### config.mk
export PLATFORM = sky130hd
export DESIGN_NAME = s1_serial_tx
export DESIGN_NICKNAME = d
export VERILOG_FILES = /design/src/rtl/s1_serial_tx_pkg.sv /design/src/rtl/s1_serial_tx_piso.sv /design/src/rtl/s1_serial_tx.sv
export SDC_FILE = /design/constraint.sdc
export NUM_CORES = 1
export LEC_CHECK = 0
export CAP_MARGIN = 10
export CORE_MARGIN = 2
export CORE_UTILIZATION = 40
export DETAILED_ROUTE_END_ITERATION = 10
export PLACE_DENSITY = 0.71
export SETUP_SLACK_MARGIN = 0.5
export SYNTH_ARGS = -nofsm -noshare
export SYNTH_HDL_FRONTEND = slang
export SYNTH_SLANG_ARGS = --single-unit
### constraint.sdc
create_clock -name clk -period 4.1 [get_ports clk]
set_clock_uncertainty 0.05 [all_clocks]
set_input_delay 1.23 -clock clk [delete_from_list [all_inputs] [get_ports clk]]
set_output_delay 1.23 -clock clk [all_outputs]
set_load 0.01 [all_outputs]
### src/rtl/s1_serial_tx_pkg.sv
// Shared definitions for the S1 serial transmitter and the S2 side that decodes its frames:
// field widths, run length, default timing and FSM state encodings.
package s1_serial_tx_pkg;

   localparam int DEF_ADDR_W    = 3;
   localparam int DEF_DATA_W    = 18;
   localparam int DEF_FRAME_W   = DEF_ADDR_W + DEF_DATA_W;
   localparam int DEF_NUM_WORDS = 8;
   localparam int DEF_GAP_CYC   = 2;
   localparam int DEF_RD_WAIT   = 1;

   typedef enum logic [2:0] {
      ST_IDLE  = 3'd0,
      ST_FETCH = 3'd1,
      ST_LOAD  = 3'd2,
      ST_SHIFT = 3'd3,
      ST_GAP   = 3'd4,
      ST_DONE  = 3'd5
   } state_t;

endpackage

### src/rtl/s1_serial_tx_piso.sv
// Parallel-load, shift-left register; zeros fill from the LSB so the MSB idles low once a
// frame has been fully shifted out.
module s1_serial_tx_piso
   import s1_serial_tx_pkg::*;
#(
   parameter int FRAME_W = DEF_FRAME_W
) (
   input  logic               clk,
   input  logic               rst,
   input  logic               load,
   input  logic               shift_en,
   input  logic [FRAME_W-1:0] din,
   output logic               msb
);

   logic [FRAME_W-1:0] shreg;

   always_ff @(posedge clk or posedge rst) begin
      if (rst) begin
         shreg <= '0;
      end else if (load) begin
         shreg <= din;
      end else if (shift_en) begin
         shreg <= {shreg[FRAME_W-2:0], 1'b0};
      end
   end

   assign msb = shreg[FRAME_W-1];

endmodule

### src/rtl/s1_serial_tx.sv
// Reads NUM_WORDS words from RB1 and sends each as an {address, data} frame on sen/sd,
// MSB first with sen low, followed by a sen-high gap; raises S1_done after the last gap.
module s1_serial_tx
   import s1_serial_tx_pkg::*;
#(
   parameter int NUM_WORDS = DEF_NUM_WORDS,
   parameter int ADDR_W    = DEF_ADDR_W,
   parameter int DATA_W    = DEF_DATA_W,
   parameter int GAP_CYC   = DEF_GAP_CYC,
   parameter int RD_WAIT   = DEF_RD_WAIT
) (
   input  logic              clk,
   input  logic              rst,
   input  logic [DATA_W-1:0] RB1_Q,
   output logic              RB1_RW,
   output logic [ADDR_W-1:0] RB1_A,
   output logic              sen,
   output logic              sd,
   output logic              S1_done
);

   localparam int FRAME_W  = ADDR_W + DATA_W;
   localparam int CNT_W    = $clog2(FRAME_W);
   localparam int WAIT_MAX = (RD_WAIT > GAP_CYC) ? RD_WAIT : GAP_CYC;
   localparam int WAIT_W   = $clog2(WAIT_MAX + 1);

   state_t            state, state_nx;
   logic [ADDR_W:0]   word_idx, word_idx_nx, word_inc;
   logic [CNT_W-1:0]  bit_cnt, bit_cnt_nx;
   logic [WAIT_W-1:0] wait_cnt, wait_cnt_nx;
   logic              load, shift_en;

   assign RB1_RW   = 1'b1;
   assign word_inc = word_idx + 1'b1;

   always_ff @(posedge clk or posedge rst) begin
      if (rst) begin
         state    <= ST_IDLE;
         word_idx <= '0;
         bit_cnt  <= '0;
         wait_cnt <= '0;
         RB1_A    <= '0;
         sen      <= 1'b1;
         S1_done  <= 1'b0;
      end else begin
         state    <= state_nx;
         word_idx <= word_idx_nx;
         bit_cnt  <= bit_cnt_nx;
         wait_cnt <= wait_cnt_nx;
         // Outputs follow the state being entered so they change on the transition edge.
         RB1_A    <= (state_nx == ST_DONE) ? '0 : word_idx_nx[ADDR_W-1:0];
         sen      <= (state_nx != ST_SHIFT);
         S1_done  <= (state_nx == ST_DONE);
      end
   end

   always_comb begin
      state_nx    = state;
      word_idx_nx = word_idx;
      bit_cnt_nx  = bit_cnt;
      wait_cnt_nx = wait_cnt;
      load        = 1'b0;
      shift_en    = 1'b0;
      case (state)
         ST_IDLE: begin
            word_idx_nx = '0;
            wait_cnt_nx = '0;
            state_nx    = ST_FETCH;
         end
         ST_FETCH: begin
            if (wait_cnt == WAIT_W'(RD_WAIT - 1)) begin
               wait_cnt_nx = '0;
               state_nx    = ST_LOAD;
            end else begin
               wait_cnt_nx = wait_cnt + 1'b1;
            end
         end
         ST_LOAD: begin
            load       = 1'b1;
            bit_cnt_nx = '0;
            state_nx   = ST_SHIFT;
         end
         ST_SHIFT: begin
            shift_en = 1'b1;
            if (bit_cnt == CNT_W'(FRAME_W - 1)) begin
               wait_cnt_nx = '0;
               state_nx    = ST_GAP;
            end else begin
               bit_cnt_nx = bit_cnt + 1'b1;
            end
         end
         ST_GAP: begin
            if (wait_cnt == WAIT_W'(GAP_CYC - 1)) begin
               wait_cnt_nx = '0;
               word_idx_nx = word_inc;
               state_nx    = (word_inc == (ADDR_W+1)'(NUM_WORDS)) ? ST_DONE : ST_FETCH;
            end else begin
               wait_cnt_nx = wait_cnt + 1'b1;
            end
         end
         ST_DONE: begin
            state_nx = ST_DONE;
         end
         default: begin
            state_nx = ST_IDLE;
         end
      endcase
   end

   // The shifter's MSB is a register bit and reads zero outside SHIFT, so it drives sd directly.
   s1_serial_tx_piso #(
      .FRAME_W (FRAME_W)
   ) u_piso (
      .clk      (clk),
      .rst      (rst),
      .load     (load),
      .shift_en (shift_en),
      .din      ({word_idx[ADDR_W-1:0], RB1_Q}),
      .msb      (sd)
   );

endmodule

==> out/results.ini, run 1 <==
[outcome]
status = complete, no violations

[cells_and_area]
instances_no_fill = 282
antenna_cells = 0
nFillCells = 449
drive_gt1_share_pct = 6.98
final_nets = 242
final_cell_area_mm2 = 0.00239
seq_area_mm2 = 0.00100
multi_input_area_um2 = 883
syn_to_final_growth_pct = 21.2

[detailed_routing]
viasPerCell = 4.98
drtIter0Drc = 84
route.final.wire_length_mm = 3.60
final_antenna_net_count = 0
vias = 1403
first_pass_iters = 4
wl_per_cell_um = 12.8
drc_errors = 0

[cts]
cts_setup_buffers = 0
postCtsHoldBufs = 0
htreeDepth = 2
cts.clk_slew.worst_paths_ns = 0.07
clk_latency_ns = 0.30
cts_tree = done
cts_resized = 0
cts_sinks = 40
clk_path_buf_depth = 2
root_buffer = clkbuf_8
numCtsBuffers = 5

[sta]
worstMarginPinSlew_ns = 1.06
final-setup-viol-count = 0
rsz0062_at_grt = false
fin_crit_sh_pct = 63.9
fin_setup_tns_ns = 0
clock.fmax_mhz = 382
finalHoldViolations = 0
slew_viol_final = 0
min_period_ns = 2.62
slew_headroom_pct = 29.0

[setup_path]
critPathCaptureType = output pin
critPathBufInv = 1
required_ns = 2.82
crit_fanout = 1
crit_path_top_delay_cell = clkdlybuf4s50_1
crit_path_cell_trace = clkdlybuf4s50_1
r2r_setup_slack_ns = 2.11
path_class = register to output pin
cp-start-kind = register
critical-path-top-delay-family = buffers and inverters
slowest_delay_ns = 0.53
arrival_ns = 1.34

[global_route]
grt.overflow.total = 0
grt_max_degree = 43
grt_pass1_wl_mm = 5.85
antenna_found_initial = 0
grt_pass1_vias = 1267
grtUsageTotal_pct = 14.1

[synth]
ys_ff_latch = 40
synth_warnings = 0
synth_top_area_share_pct = 49.6
syn-num-nets = 220
synthTopCellsByArea = dfrtp_1 (50%), mux2i_1 (10%), nand2_1 (6.9%)
syn_avg_cell_area_um2 = 10.2
synthCells = 193
yosysMostFrequentCell = dfrtp_1
yosysSeqAreaShare_pct = 50.9
synth_cell_type_count = 39
syn_area_mm2 = 0.00197
ys_top_cells_by_count = dfrtp_1 (39), nand2_1 (36), o21ai_0 (23), mux2i_1 (20), ha_1 (7)
synthFlopType = dfrtp_1
ys_async_sr_fraction_pct = 100
yosysTopAreaCell = dfrtp_1
synth_edf_count = 0

[power_and_ir_drop]
power.density_mw_per_mm2 = 336
ir_drop_uv = 186
p_leak_uw = 0.000975

[floorplanning]
core_mm2 = 0.00472
die_h_um = 74.1
die_area_mm2 = 0.00550
start_util_pct = 41.7
num_rows = 25
die_w_um = 74.1
pin_count = 27

[job]
drv_cap = 0

[place]
placed_cell_area_mm2 = 0.00226
io_buffers = 25
hpwl_mm = 2.42
dp_cells = 275
gp_congestion = 0.852

[worst_hold_path]
min_path_type = register to register

==> logic make-up (layout without fill, tap and decap cells) <==
kind of cell / after synthesis / count (layout) / share of synthesized area, %
and+or+nand+nor: 57 / 57 / 13.4
AOI/OAI and AO/OA: 46 / 46 / 14.6
DFF: 40 / 40 / 50.9
muxes: 22 / 22 / 11.3
buffers and inverters: 18 / 40 / 4.20
adders and majority gates: 7 / 7 / 4.45
xor gates and xnor gates: 2 / 2 / 0.890
other: 1 / 1 / 0.191
==> power by group <==
part / total (uW) / leakage (uW) / switching [uW] / internal [uW]
Clock: 377 / 0.0000642 / 137 / 240
Combinational: 31.4 / 0.000380 / 12.4 / 19.0
Sequential: 394 / 0.000530 / 0 / 394
Total: 802 / 0.000975 / 150 / 653
==> final cells by class <==
type / instances / area share (%)
inverters: 6 / 0.944
well taps: 67 / 3.51
repair buffers: 27 / 11.1
flip-flops and latches: 40 / 42.0
clock buffers: 5 / 2.88
multi-input cells: 135 / 37.0
clock inverters: 2 / 2.52
==> routing by layer <==
layer | up-vias | track usage, % | routed length [um]
met5 | - | 0 | 0
met1 | 660 | 19.1 | 1810
met3 | 7 | 5.83 | 160
li1 | 705 | - | -
met4 | 0 | 3.84 | 58
met2 | 31 | 20.9 | 1570
==> placed cells by master (no fill, tap or decap), types with 2 or more instances in the layout <==
cell | netlist | routed
dfrtp_1 | 39 | 39
ha_1 | 7 | 7
buf_4 | 2 | 2
inv_1 | 6 | 6
o21ai_0 | 23 | 23
a21boi_0 | 3 | 3
o31ai_1 | 2 | 2
nor2_1 | 3 | 3
clkdlybuf4s50_1 | 0 | 25
a21oi_1 | 5 | 5
a22o_1 | 3 | 3
nand2_1 | 36 | 36
nand2b_1 | 2 | 2
bufinv_16 | 0 | 2
nand3_1 | 4 | 4
nor2b_1 | 2 | 2
mux2i_1 | 20 | 20
clkbuf_8 | 0 | 5
nand3b_1 | 3 | 3
o22ai_1 | 2 | 2
mux2_2 | 2 | 2
==> registers in the layout, summed over array words and instances (netlist names) <==
signal and cells:
word_idx 4, S1_done 1, sen 1, u_piso.shreg 21, RB1_A 3, state 3
wait_cnt 2, bit_cnt 5
==> metrics by stage <==
stage | worst slack, ns | total power (uW) | hold slack (ns) | util, %
final | 1.48 | 802 | 0.433 | 50.5
after global routing | 1.44 | 830 | 0.458 | 50.5
after CTS | 1.47 | 807 | 0.437 | 50.5
after detailed placement | 1.59 | 434 | 0.420 | 47.8
after global placement | 1.61 | 434 | 0.403 | 47.8
after floorplan | 1.90 | 413 | 0.388 | -
==> final timing paths <==
kind | cells after the start | to | startpoint
worst max register to register | 2 | u_piso.shreg[1] | state[2]
worst min register to register | 2 | u_piso.shreg[6] | u_piso.shreg[6]
worst max-delay path | 1 | sen | sen
min in group asynchronous | 2 | u_piso.shreg[20] | rst
max in group asynchronous | 3 | sen | rst
worst min-delay path | 2 | u_piso.shreg[6] | u_piso.shreg[6]
Power figures use the tool's default switching activity.
==> inputs of run 2 (changes only) <==
==> constraint.sdc (replaced) <==
create_clock -name clk -period 2.5 [get_ports clk]
set_clock_uncertainty 0.05 [all_clocks]
set_input_delay 0.75 -clock clk [delete_from_list [all_inputs] [get_ports clk]]
set_output_delay 0.75 -clock clk [all_outputs]
set_load 0.01 [all_outputs]
==> run 2 against run 1 <==
Against the previous run: via count is 0.71% higher; hold slack worse by 0.0039 ns; register-to-register slack worse by 1.4 ns; combinational power is 61% higher; sequential power is 64% higher; worst setup slack worse by 0.92 ns; first-iteration DRC count is 23% lower; total power is 64% higher; die area stayed put; count of clock-buffer cells in the layout stayed put.
==> out/results.ini, run 2 (same netlist as run 1, synthesis figures left out) <==
[cells_and_area]
top_regs = u_piso.shreg: 21 flops, bit_cnt: 5 flops, word_idx: 4 flops
final_nets = 244  ; +0.83%
drive_gt1_share_pct = 7.83  ; +0.86 points
final_common_cell = dfrtp_1
layout_common_cells = dfrtp_1 (39), nand2_1 (36), o21ai_0 (23), clkdlybuf4s50_1 (21), mux2i_1 (20)
instances_no_fill = 284  ; +0.71%
final_cell_area_mm2 = 0.00240  ; +0.73%
syn_to_final_growth_pct = 22.1
antenna_cells = 0  ; unchanged
largest_reg_flops = 21  ; unchanged
nFillCells = 440  ; -2.0%
top_register = u_piso.shreg

[setup_path]
timing.rr.start = state[1]
r2r_setup_slack_ns = 0.71  ; -1.40 ns
arrival_ns = 1.15  ; -0.19 ns
critical-path-top-delay-family = buffers and inverters
critPathCaptureType = output pin
crit_path_cell_trace = clkdlybuf4s50_1
cp-start-kind = register
required_ns = 1.70  ; -1.12 ns
rr_endpoint = RB1_A[1]
crit_start = S1_done
crit_fanout = 1  ; unchanged
reg2reg_depth = 4  ; +2
slowest_delay_ns = 0.52  ; about the same
crit_path_top_delay_cell = clkdlybuf4s50_1
path_class = register to output pin
critPathBufInv = 1  ; unchanged

[cts]
cts_tree = done
htreeDepth = 2  ; unchanged
cts_sinks = 40  ; unchanged
numCtsBuffers = 5  ; unchanged
clk_path_buf_depth = 2  ; unchanged
root_buffer = clkbuf_8
clk_latency_ns = 0.30  ; about the same
cts.clk_slew.worst_paths_ns = 0.08  ; about the same
postCtsHoldBufs = 0  ; unchanged

[power_and_ir_drop]
power_frac_clock_pct = 47.0  ; about the same
p_sw_uw = 245  ; +64%
p_comb_share_pct = 3.8  ; about the same
ir_drop_uv = 295  ; +59%
p_leak_uw = 0.00100  ; +3.0%
power.density_mw_per_mm2 = 547  ; +63%
p_int_uw = 1070  ; +64%
p_sw_share_pct = 18.6  ; -0.044 points
fin_total_pwr_uw = 1320  ; +64%
p_seq_share_pct = 49.2  ; about the same

[worst_hold_path]
holdPathEnd = u_piso.shreg[18]
min_path_type = register to register
hold_path_depth = 2  ; unchanged
worstHoldStart = u_piso.shreg[18]

[sta]
fin_setup_tns_ns = 0  ; unchanged
fin_crit_sh_pct = 77.8
clock.fmax_mhz = 514
worstMarginPinSlew_ns = 0.684  ; -0.380 ns
slew_headroom_pct = 54.4  ; +25 points
slew_viol_final = 0  ; unchanged
finalHoldViolations = 0  ; unchanged
final-setup-viol-count = 0  ; unchanged
rsz0062_at_grt = false
min_period_ns = 1.95
finalWorstSetupSlack_ns = 0.554  ; -0.925 ns

[place]
io_buffers = 25  ; unchanged
gp_congestion = 0.814  ; -4.4%
dp_worst_setup_slack_ns = 0.676  ; -0.910 ns
placed_cell_area_mm2 = 0.00227  ; +0.67%
dp_cells = 277  ; +0.73%
hpwl_mm = 2.34  ; -3.4%

[floorplanning]
start_util_pct = 41.7  ; unchanged
num_rows = 25  ; unchanged
core_mm2 = 0.00472  ; unchanged
die_h_um = 74.1  ; unchanged
die_area_mm2 = 0.00550  ; unchanged
die_w_um = 74.1  ; unchanged
pin_count = 27  ; unchanged

[outcome]
status = complete, no violations

[global_route]
grtUsageTotal_pct = 14.1  ; +0.045 points
grt_max_degree = 41  ; -4.7%
grt_pass1_wl_mm = 5.83  ; -0.36%
grt.overflow.total = 0  ; unchanged
antenna_found_initial = 0  ; unchanged
grt_pass1_vias = 1326  ; +4.7%

[detailed_routing]
drtIter0Drc = 65  ; -23%
route.final.wire_length_mm = 3.42  ; -5.0%
viasPerCell = 4.98  ; about the same
first_pass_iters = 4  ; unchanged
wl_per_cell_um = 12.1  ; -5.7%
vias = 1413  ; +0.71%
final_antenna_net_count = 0  ; unchanged
drc_errors = 0  ; unchanged

[job]
drv_cap = 0  ; unchanged

-- run 2: cell count changes in the layout (fill, tap and decap cells not counted), sizes merged --
cell           delta
buf               +2
clkdlybuf4s50     -4
dlygate4sd2       +2
dlymetal6s2s      +2
-- run 2: how the worst max path moves through the flow --
| stage | endpoint | slack [ns] | cells past startpoint |
|---|---|---|---|
| 2_1_floorplan | RB1_A[0] | 0.78 | 1 |
| 3_3_place_gp | sen | 0.68 | 1 |
| 3_5_place_dp | sen | 0.68 | 1 |
| 4_1_cts | RB1_A[0] | 0.54 | 1 |
| 5_1_grt | S1_done | 0.51 | 1 |
| 6_report | S1_done | 0.55 | 1 |
-- run 2: area by class of cell --
cell class,instances,area [um2],share of cell area (%)
Inverter,6,22.5,0.937
Multi-Input combinational cell,135,883,36.8
Tap cell,67,83.8,3.49
Clock buffer,5,68.8,2.86
Timing Repair Buffer,29,283,11.8
Sequential cell,40,1000,41.7
Clock inverter,2,60.1,2.50
-- run 2: per-stage QoR --
step | util (%) | hold WS [ns]
after floorplan | - | 0.388
after global placement | 48.1 | 0.405
after detailed placement | 48.1 | 0.413
after CTS | 50.8 | 0.436
after global routing | 50.9 | 0.453
final | 50.9 | 0.429
-- run 2: metal layers --
layer | up-vias | share of wire, % | global-route usage, %
met1 | 675 | 47 | 18.0
met5 | - | 0 | 0
met3 | 6 | 5.3 | 5.83
li1 | 709 | - | -
met2 | 23 | 46 | 21.5
met4 | 0 | 1.7 | 5.45
-- run 2: power groups by stage --
stage | logic, uW | registers [uW] | clock network, uW
floorplan | 17.9 | 659 | 0
global placement | 52.4 | 659 | 0
detailed placement | 52.0 | 659 | 0
CTS | 52.1 | 646 | 631
global route | 56.3 | 646 | 659
finish | 50.6 | 646 | 618
-- run 2: worst min-delay path, delay by kind of cell, from the launching register on --
| family | cells | cell delay (ns) |
|---|---|---|
| AO/OA/AOI/OAI | 1 | 0.06 |
| flip-flops | 1 | 0.35 |
| AND/OR/NAND/NOR | 1 | 0.05 |
-- run 2: repair_timing --
item	CTS	global route
gates resized for setup	2	2
buffers inserted	0	0
pin swaps	0	0
setup endpoints to repair	2	2
